$ cat src/rtl/rx_bram_capture_ctrl.sv
// Circular pre-trigger capture sequencer for the RX 32x1024 sample BRAM.
// Writes samples continuously, freezes a window around the trigger, then streams it out oldest-first.
module rx_bram_capture_ctrl #(
  parameter int ADDR_W   = 10,
  parameter int DEPTH    = 1024,
  parameter int PRE_TRIG = 256
) (
  input  logic              crx_clk,
  input  logic              rrx_rst,
  input  logic              erx_en,
  input  logic              istart,
  input  logic              iabort,
  input  logic [31:0]       idata_in,
  input  logic              idata_valid,
  input  logic              itrigger,
  input  logic              iread_req,
  input  logic              iout_ready,
  output logic              ow_enable,
  output logic [ADDR_W-1:0] ow_address,
  output logic [31:0]       owdata,
  output logic              or_enable,
  output logic [ADDR_W-1:0] or_address,
  input  logic [31:0]       ibram_data,
  output logic [31:0]       odata_out,
  output logic              odata_valid,
  output logic              odata_last,
  output logic              odone,
  output logic              obusy,
  output logic [1:0]        ostate
);

  localparam int CW = ADDR_W + 1;
  localparam logic [CW-1:0]     ZERO_C  = {CW{1'b0}};
  localparam logic [CW-1:0]     ONE_C   = {{(CW-1){1'b0}}, 1'b1};
  localparam logic [CW-1:0]     PRE_C   = CW'(PRE_TRIG);
  localparam logic [CW-1:0]     POST_C  = CW'(DEPTH - PRE_TRIG);
  localparam logic [CW-1:0]     DEPTH_C = CW'(DEPTH);
  localparam logic [ADDR_W-1:0] A_ONE_C = {{(ADDR_W-1){1'b0}}, 1'b1};
  localparam logic [ADDR_W-1:0] A_PRE_C = ADDR_W'(PRE_TRIG);

  typedef enum logic [2:0] {
    S_IDLE = 3'd0,
    S_PRE  = 3'd1,
    S_POST = 3'd2,
    S_DONE = 3'd3,
    S_READ = 3'd4
  } state_t;

  state_t            state_q, state_d;
  logic [ADDR_W-1:0] wr_ptr_q, wr_ptr_d;
  logic [ADDR_W-1:0] trig_addr_q, trig_addr_d;
  logic [ADDR_W-1:0] rd_ptr_q, rd_ptr_d;
  logic [CW-1:0]     pre_cnt_q, pre_cnt_d;
  logic [CW-1:0]     post_cnt_q, post_cnt_d;
  logic [CW-1:0]     rd_cnt_q, rd_cnt_d;
  logic              pend_q, pend_d;
  logic [31:0]       last_q, last_d;

  logic wr_en_s, rd_issue_s, beat_s, capturing_s;

  always_ff @(posedge crx_clk) begin
    if (rrx_rst) begin
      state_q     <= S_IDLE;
      wr_ptr_q    <= {ADDR_W{1'b0}};
      trig_addr_q <= {ADDR_W{1'b0}};
      rd_ptr_q    <= {ADDR_W{1'b0}};
      pre_cnt_q   <= ZERO_C;
      post_cnt_q  <= ZERO_C;
      rd_cnt_q    <= ZERO_C;
      pend_q      <= 1'b0;
      last_q      <= 32'd0;
    end else begin
      state_q     <= state_d;
      wr_ptr_q    <= wr_ptr_d;
      trig_addr_q <= trig_addr_d;
      rd_ptr_q    <= rd_ptr_d;
      pre_cnt_q   <= pre_cnt_d;
      post_cnt_q  <= post_cnt_d;
      rd_cnt_q    <= rd_cnt_d;
      pend_q      <= pend_d;
      last_q      <= last_d;
    end
  end

  always_comb begin
    state_d     = state_q;
    wr_ptr_d    = wr_ptr_q;
    trig_addr_d = trig_addr_q;
    rd_ptr_d    = rd_ptr_q;
    pre_cnt_d   = pre_cnt_q;
    post_cnt_d  = post_cnt_q;
    rd_cnt_d    = rd_cnt_q;
    pend_d      = pend_q;
    last_d      = last_q;

    capturing_s = (state_q == S_PRE) || (state_q == S_POST);
    wr_en_s     = erx_en && idata_valid && capturing_s;
    // Reads in flight count against the window so the last issue never overshoots.
    rd_issue_s  = erx_en && (state_q == S_READ) && iout_ready &&
                  ((rd_cnt_q + (pend_q ? ONE_C : ZERO_C)) < DEPTH_C);
    beat_s      = erx_en && !iabort && (state_q == S_READ) && pend_q;

    if (erx_en) begin
      if (wr_en_s) begin
        wr_ptr_d = wr_ptr_q + A_ONE_C;
      end
      if (rd_issue_s) begin
        rd_ptr_d = rd_ptr_q + A_ONE_C;
      end
      pend_d = rd_issue_s;
      if (beat_s) begin
        rd_cnt_d = rd_cnt_q + ONE_C;
        last_d   = ibram_data;
      end

      if (iabort) begin
        state_d = S_IDLE;
        pend_d  = 1'b0;
      end else begin
        case (state_q)
          S_IDLE: begin
            if (istart) begin
              state_d   = S_PRE;
              wr_ptr_d  = {ADDR_W{1'b0}};
              pre_cnt_d = ZERO_C;
            end
          end
          S_PRE: begin
            if (itrigger && (pre_cnt_q == PRE_C)) begin
              state_d     = S_POST;
              trig_addr_d = wr_ptr_q;
              post_cnt_d  = idata_valid ? ONE_C : ZERO_C;
              if (idata_valid && (POST_C == ONE_C)) begin
                state_d = S_DONE;
              end
            end else if (idata_valid && (pre_cnt_q != PRE_C)) begin
              pre_cnt_d = pre_cnt_q + ONE_C;
            end
          end
          S_POST: begin
            if (idata_valid) begin
              post_cnt_d = post_cnt_q + ONE_C;
              if ((post_cnt_q + ONE_C) == POST_C) begin
                state_d = S_DONE;
              end
            end
          end
          S_DONE: begin
            if (iread_req) begin
              state_d  = S_READ;
              rd_ptr_d = trig_addr_q - A_PRE_C;
              rd_cnt_d = ZERO_C;
              pend_d   = 1'b0;
            end
          end
          S_READ: begin
            if (beat_s && ((rd_cnt_q + ONE_C) == DEPTH_C)) begin
              state_d = S_IDLE;
            end
          end
          default: begin
            state_d = S_IDLE;
          end
        endcase
      end
    end else begin
      // A beat landing while disabled is dropped; step back so that address is reissued.
      pend_d = 1'b0;
      if (pend_q && (state_q == S_READ)) begin
        rd_ptr_d = rd_ptr_q - A_ONE_C;
      end
    end
  end

  assign ow_enable   = wr_en_s;
  assign ow_address  = wr_ptr_q;
  assign owdata      = capturing_s ? idata_in : 32'd0;
  assign or_enable   = rd_issue_s;
  assign or_address  = rd_ptr_q;
  assign odata_valid = beat_s;
  assign odata_out   = beat_s ? ibram_data : last_q;
  assign odata_last  = beat_s && ((rd_cnt_q + ONE_C) == DEPTH_C);
  assign odone       = (state_q == S_DONE);
  assign obusy       = (state_q != S_IDLE);
  assign ostate      = (state_q == S_READ) ? 2'd3 : state_q[1:0];

endmodule

$ cat config.mk
export PLATFORM = sky130hd
export DESIGN_NAME = rx_bram_capture_ctrl
export DESIGN_NICKNAME = d
export VERILOG_FILES = /design/src/rtl/rx_bram_capture_ctrl.sv
export SDC_FILE = /design/constraint.sdc
export NUM_CORES = 1
export LEC_CHECK = 0
export CORE_MARGIN = 2
export CORE_UTILIZATION = 47
export DETAILED_ROUTE_END_ITERATION = 16
export PLACE_DENSITY_LB_ADDON = 0.2
export SYNTH_ARGS = -nofsm -noshare
export SYNTH_HDL_FRONTEND = slang
export SYNTH_SLANG_ARGS = --single-unit
$ cat constraint.sdc
create_clock -name crx_clk -period 3.28 [get_ports crx_clk]
set_clock_uncertainty 0.2 [all_clocks]
set_input_delay 0.656 -clock crx_clk [delete_from_list [all_inputs] [get_ports crx_clk]]
set_output_delay 0.656 -clock crx_clk [all_outputs]
set_load 0.005 [all_outputs]
## Word level (Yosys, flattened, before mapping)

Cells that the tools add are included.

- Bits in registers: 99
- Input bits: 73
- Output and inout port bits: 92
- Word-level logic and storage cells: 99

- Add/subtract/negate cells: 8
- Order comparisons: 1
- Equality and inequality tests: 19
- Muxes and demuxes: 36
- Bitwise logic cells: 2
- Reduce and logical (&&, ||, !) cells: 24

Operators with widths:

| kind | count |
|---|---|
| 10-bit two-way mux | 10 |
| 11-bit two-way mux | 9 |
| 32-bit two-way mux | 2 |
| 11-bit one-hot mux with 2 select lines | 2 |
| 11-bit by 1-bit adder with 11-bit output (second input constant) | 3 |
| 3-bit two-way mux | 7 |
| 10-bit by 1-bit adder with 10-bit output (second input constant) | 2 |
| 3-bit one-hot mux with 5 select lines | 1 |
| 1-bit logical AND | 12 |
| 3-bit inequality test (second input constant) | 4 |
| 11-bit by 1-bit adder with 11-bit output | 1 |
| 11-bit by 10-bit == test with 1-bit output (second input constant) | 1 |
| 11-bit == test (second input constant) | 1 |
| 11-bit by 9-bit == test with 1-bit output (second input constant) | 1 |
| 11-bit less-than comparator (second input constant) | 1 |
| 11-bit by 9-bit inequality test with 1-bit output (second input constant) | 1 |
| 10-bit by 1-bit subtractor with 10-bit output (second input constant) | 1 |
| 10-bit by 9-bit subtractor with 10-bit output (second input constant) | 1 |
| 7-bit AND reduction | 1 |
| 3-bit by 2-bit == test with 1-bit output (second input constant) | 2 |
| 2-bit inequality test (second input constant) | 3 |
| 3-bit by 2-bit inequality test with 1-bit output (second input constant) | 2 |
| 6-bit AND reduction | 1 |
| 2-bit nonzero test | 3 |
| 13 further kinds | 18 |

## Longest topological paths before layout

- Depth in word-level cells: 9
- Gate-level depth with buffers: 10
- Gate-level depth less buffers: 9

## Least setup slack after synthesis

OpenSTA, ideal clock, no wires.

- Kind: input to register
- Start point: input port erx_en
- End point: register state_q[1]
- Library setup time: 0.070 ns
- Data arrival time: 2.334 ns
- Data required time: 3.010 ns
- Setup slack: 0.676 ns
- Stages on the path: 9
- Path buffers: 1
- Cell sequence: buf_2 > and4bb_1 > nand3b_4 > inv_2 > o2111a_1 > o2111ai_1 > a21o_1 > or4_1 > a21oi_1

- Word-level cells in the longest chain between the ends: 6

RTL lines:

| item | RTL line | RTL |
|---|---|---|
| start: declaration | 10 | `input logic erx_en,` |
| 1-bit logical AND (3 in series) | 101 | `beat_s = erx_en && !iabort && (state_q == S_READ) && pend_q;` |
| 1-bit logical AND | 157 | `if (beat_s && ((rd_cnt_q + ONE_C) == DEPTH_C)) begin` |
| 3-bit inequality test (no line) | n/a |  |
| 7-bit AND reduction (no line) (*) | n/a |  |
| end signal: assignment | 73 | `state_q <= state_d;` |
| end: declaration | 49 | `state_t state_q, state_d;` |

Every way passes the cells marked *; elsewhere a longest branch is shown, timed or not.
A chain may end at the register's enable or synchronous reset.

## Final worst setup path

- Start point: input port erx_en
- End point: output port odata_valid

- Word-level cells in the longest chain between the ends: 3

RTL lines:

| item | RTL line | RTL |
|---|---|---|
| 1-bit logical AND (3 in series) | 101 |  |
| end: declaration | 25 | `output logic odata_valid,` |

Every way passes these cells.

==> impl_results.md <==
* Hold Crit Depth at 2
* Hold Vio Cnt, Final at 0
* DRC viols at 0
* Worst setup path class: in2out
* Routability cong. at between 0.8 and 0.9
* Worst setup margin at about 0.11 ns
* Psw at ~0.00056 W
* Cells after Synth at approximately 700
* Register area share after synthesis at 37.54%
* Worst-Margin Slew at between 0.6 and 0.7 ns
* Mapped Area at roughly 5300 um^2
* Worst r2r path cells at 8
* Largest net degree at the start of global routing at 40
* Library cells used by synthesis at 60
* Initial DRC count at approximately 330
* Die X at about 110 um
* Post-CTS setup buffer count at 0
* Startpoint Class: input pin
* Antenna cells at 0
* Longest Clk Path Bufs at 2
* Hold Path End: pre_cnt_q[5]
* Die Y at 110.0 um
* PD cells at 327.9 nW/um^2
* Combinational Power Share at around an eighth
* Sequential Power Share at 50.7%
* Layout cell share with drive strength beyond 1 at under 10%
* Final #Nets at approximately 940
* Reported leakage power at about 3.1 nW
* F_max at 315.0 MHz
* First-pass GRT wire length at 23.10 mm
* Sw Share at between 20% and 30%
* Slew Limit Fails at 0
* Routed WL at roughly 15 mm
* P&R area growth vs syn at 40.45%
* DP Worst Slack at -0.06025 ns
* Asr flop ratio synth at 0%
* Post-DP HPWL at ~11 mm
* RSZ-0062 raised after global routing: no
* Placed Cells at between 900 and 1000
* Mean Syn Cell Area at ~7.6 um^2
* I/O pin cnt at between 150 and 200
* Initial antenna violation count at 0
* CORE AREA at 10890 um^2
* Fin crit share at 96.80%
* Crit end category: output pin
* Die Area at approximately 12000 um^2
* Worst skew pair latency at about 0.36 ns
* Worst path slowest cell: clkdlybuf4s50_1
* Port bufs at about 160
* MaxCap Viol Count at 0
* Sequential standard cell area at slightly below 2000 um^2
* CP arrival at roughly 2.3 ns
* Commonest non-fill, non-tap cells in the layout: nand2_1 (130), clkdlybuf4s50_1 (130), dfxtp_1 (97)
* Number of global-route vias before repair at 4872
* Net Count, Synth at just under 800
* # setup viols final at 0
* Tot GR Track Use at between 20% and 30%
* Post-synth top flop: dfxtp_1
* Reg-to-Reg End: state_q[0]
* Effective utilization at floorplan at just under 50%
* CP delay by family, top: buffers and inverters
* Final instance count without filler cells at 1000
* Area occupied by multi-input gates at between 3000 and 4000 um^2
* Layout fillers at about 960
* Number of core rows at 38
* CTS Root Buffer Type: clkbuf_8
* Critical path, cell by cell: clkdlybuf4s50_1, and4bb_2, nand3b_4, inv_6, buf_16, clkdlybuf4s50_1
* Worst path bufs/invs at 4
* Clk pin slew, worst setup/hold paths at 0.09 ns
* Clock period minus worst slack at approximately 3.2 ns
* Warning count from the yosys run at 0
* Hold_sp: pre_cnt_q[5]
* Reg-to-reg startpoint: rd_cnt_q[2]
* TritonCTS buffer count at 9
* Status: finished clean
* EDFF count, synth at 0
* Worst relative slew slack at a little over half
* Most frequent CP cell: clkdlybuf4s50_1
* Int Pwr at 0.001868 W
* Gr ovfl total at 0
* Placed inst area at between 7000 and 8000 um^2
* Detail Route Antenna Nets at 0
* CTS tree: yes
* Clock share of power at roughly 36%
* H-Tree Level Count at 3
* Post-layout util at around two thirds
* Hold slack at approximately 0.3 ns
* Slowest Stage Delay on Critical Path at around 0.52 ns
* Pre-antenna DRT Iters at 6
* VDD IR max at 0.2408 mV
* R2R Setup Slk at between 0.6 and 0.7 ns
* Wirelength per Cell at roughly 15 um
* Sink Count at 99
* Design area at around 7400 um^2
* Crit path max fanout at 20
* Vias at approximately 5400
* Worst Hold Class: reg2reg
* Via density at ~5.4
* Critical Path RT at ~2.4 ns
* #FFs+latches synth at 99
## worst register-to-register path, stage by stage, from the launching register on
cell and delay [ns]:
dfxtp_1 0.49, and4_4 0.31, nand4_2 0.17, nor3_1 0.31, o2111ai_2 0.16, buf_4 0.16, a21o_1 0.18, or4b_1 0.48
a21oi_1 0.14
## layout make-up
type | instances | share of cell area, %
multi-input combinational | 543 | 41.98
inverter | 14 | 0.7761
clock buffer | 11 | 2.042
tap | 140 | 2.362
clock inverter | 5 | 1.012
sequential | 99 | 26.79
timing repair buffer | 188 | 25.04
## cell usage after synthesis, drive strengths merged (2+ instances only)
| master | count | area (um^2) |
|---|---|---|
| a211oi | 2 | 15.01 |
| a21o | 6 | 45.04 |
| a21oi | 39 | 195.2 |
| a22oi | 3 | 22.52 |
| a311oi | 2 | 17.52 |
| a31o | 2 | 17.52 |
| a31oi | 5 | 31.28 |
| and2 | 4 | 25.02 |
| and3 | 9 | 56.30 |
| and4 | 4 | 37.54 |
| buf | 9 | 41.29 |
| clkbuf | 28 | 105.1 |
| dfxtp | 99 | 1982 |
| ha | 7 | 87.58 |
| inv | 14 | 52.55 |
| mux2i | 16 | 160.2 |
| nand2 | 130 | 488.0 |
| nand2b | 3 | 18.77 |
| nand3 | 18 | 90.09 |
| nand3b | 3 | 35.03 |
| nand4 | 19 | 125.1 |
| nor2 | 64 | 242.7 |
| nor2b | 66 | 412.9 |
| nor3 | 25 | 141.4 |
| nor4 | 5 | 31.28 |
| nor4b | 2 | 17.52 |
| o2111ai | 2 | 17.52 |
| o21a | 2 | 15.01 |
| o21ai | 34 | 170.2 |
| o221ai | 2 | 17.52 |
| o31a | 2 | 17.52 |
| or3 | 16 | 100.1 |
| or4 | 2 | 15.01 |
| xnor2 | 17 | 148.9 |
| xor2 | 16 | 140.1 |
## through the flow
| stage | total power, W | setup TNS (ns) |
|---|---|---|
| after floorplan | 0.001395 | 0 |
| after global placement | 0.001574 | -0.3337 |
| after detailed placement | 0.001579 | -0.8508 |
| after CTS | 0.002444 | 0 |
| after global routing | 0.002529 | 0 |
| final | 0.002431 | 0 |
## registers in the layout, indices dropped and copies added (netlist names)
register,count
trig_addr_q,10
pend_q,1
pre_cnt_q,11
last_q,32
or_address,10
state_q,3
rd_cnt_q,11
ow_address,10
post_cnt_q,11
## power groups by stage
stage               sequential [W]  clock, W  combinational [W]
global placement           0.00126         0           0.000314
global route               0.00124  0.000946           0.000347
CTS                        0.00123  0.000890           0.000321
floorplan                  0.00125         0           0.000144
detailed placement         0.00126         0           0.000318
finish                     0.00123  0.000876           0.000322
## worst max path at each step
| stage | endpoint | cells past startpoint | startpoint |
|---|---|---|---|
| 2_1_floorplan | state_q[1] | 9 | erx_en |
| 3_3_place_gp | odata_out[17] | 7 | erx_en |
| 3_5_place_dp | odata_last | 8 | erx_en |
| 4_1_cts | odata_out[7] | 8 | erx_en |
| 5_1_grt | owdata[11] | 6 | state_q[0] |
| 6_report | odata_valid | 6 | erx_en |
## repair_timing
action,4_1_cts,5_1_grt
pin swaps,0,0
resized for setup,28,16
hold buffers,0,0
setup endpoints to repair,46,43
gates cloned,1,0
## routing by layer
metal	vias to the layer above	routed length (um)	track usage (%)
met2	147	6976	39.13
met4	0	178	6.962
met5	-	0	0
met1	2502	6651	31.87
li1	2699	-	-
met3	13	759	4.586
## cells by family after synthesis
family | after synthesis | share of synthesized area (%)
AO/OA/AOI/OAI | 109 | 12.28
flip-flops | 99 | 37.54
AND/OR/NAND/NOR | 377 | 36.04
XOR/XNOR | 33 | 5.474
buffers and inverters | 51 | 3.768
adder cells (fa/ha/maj) | 7 | 1.659
multiplexers | 17 | 3.246
Power figures use the tool's default switching activity.
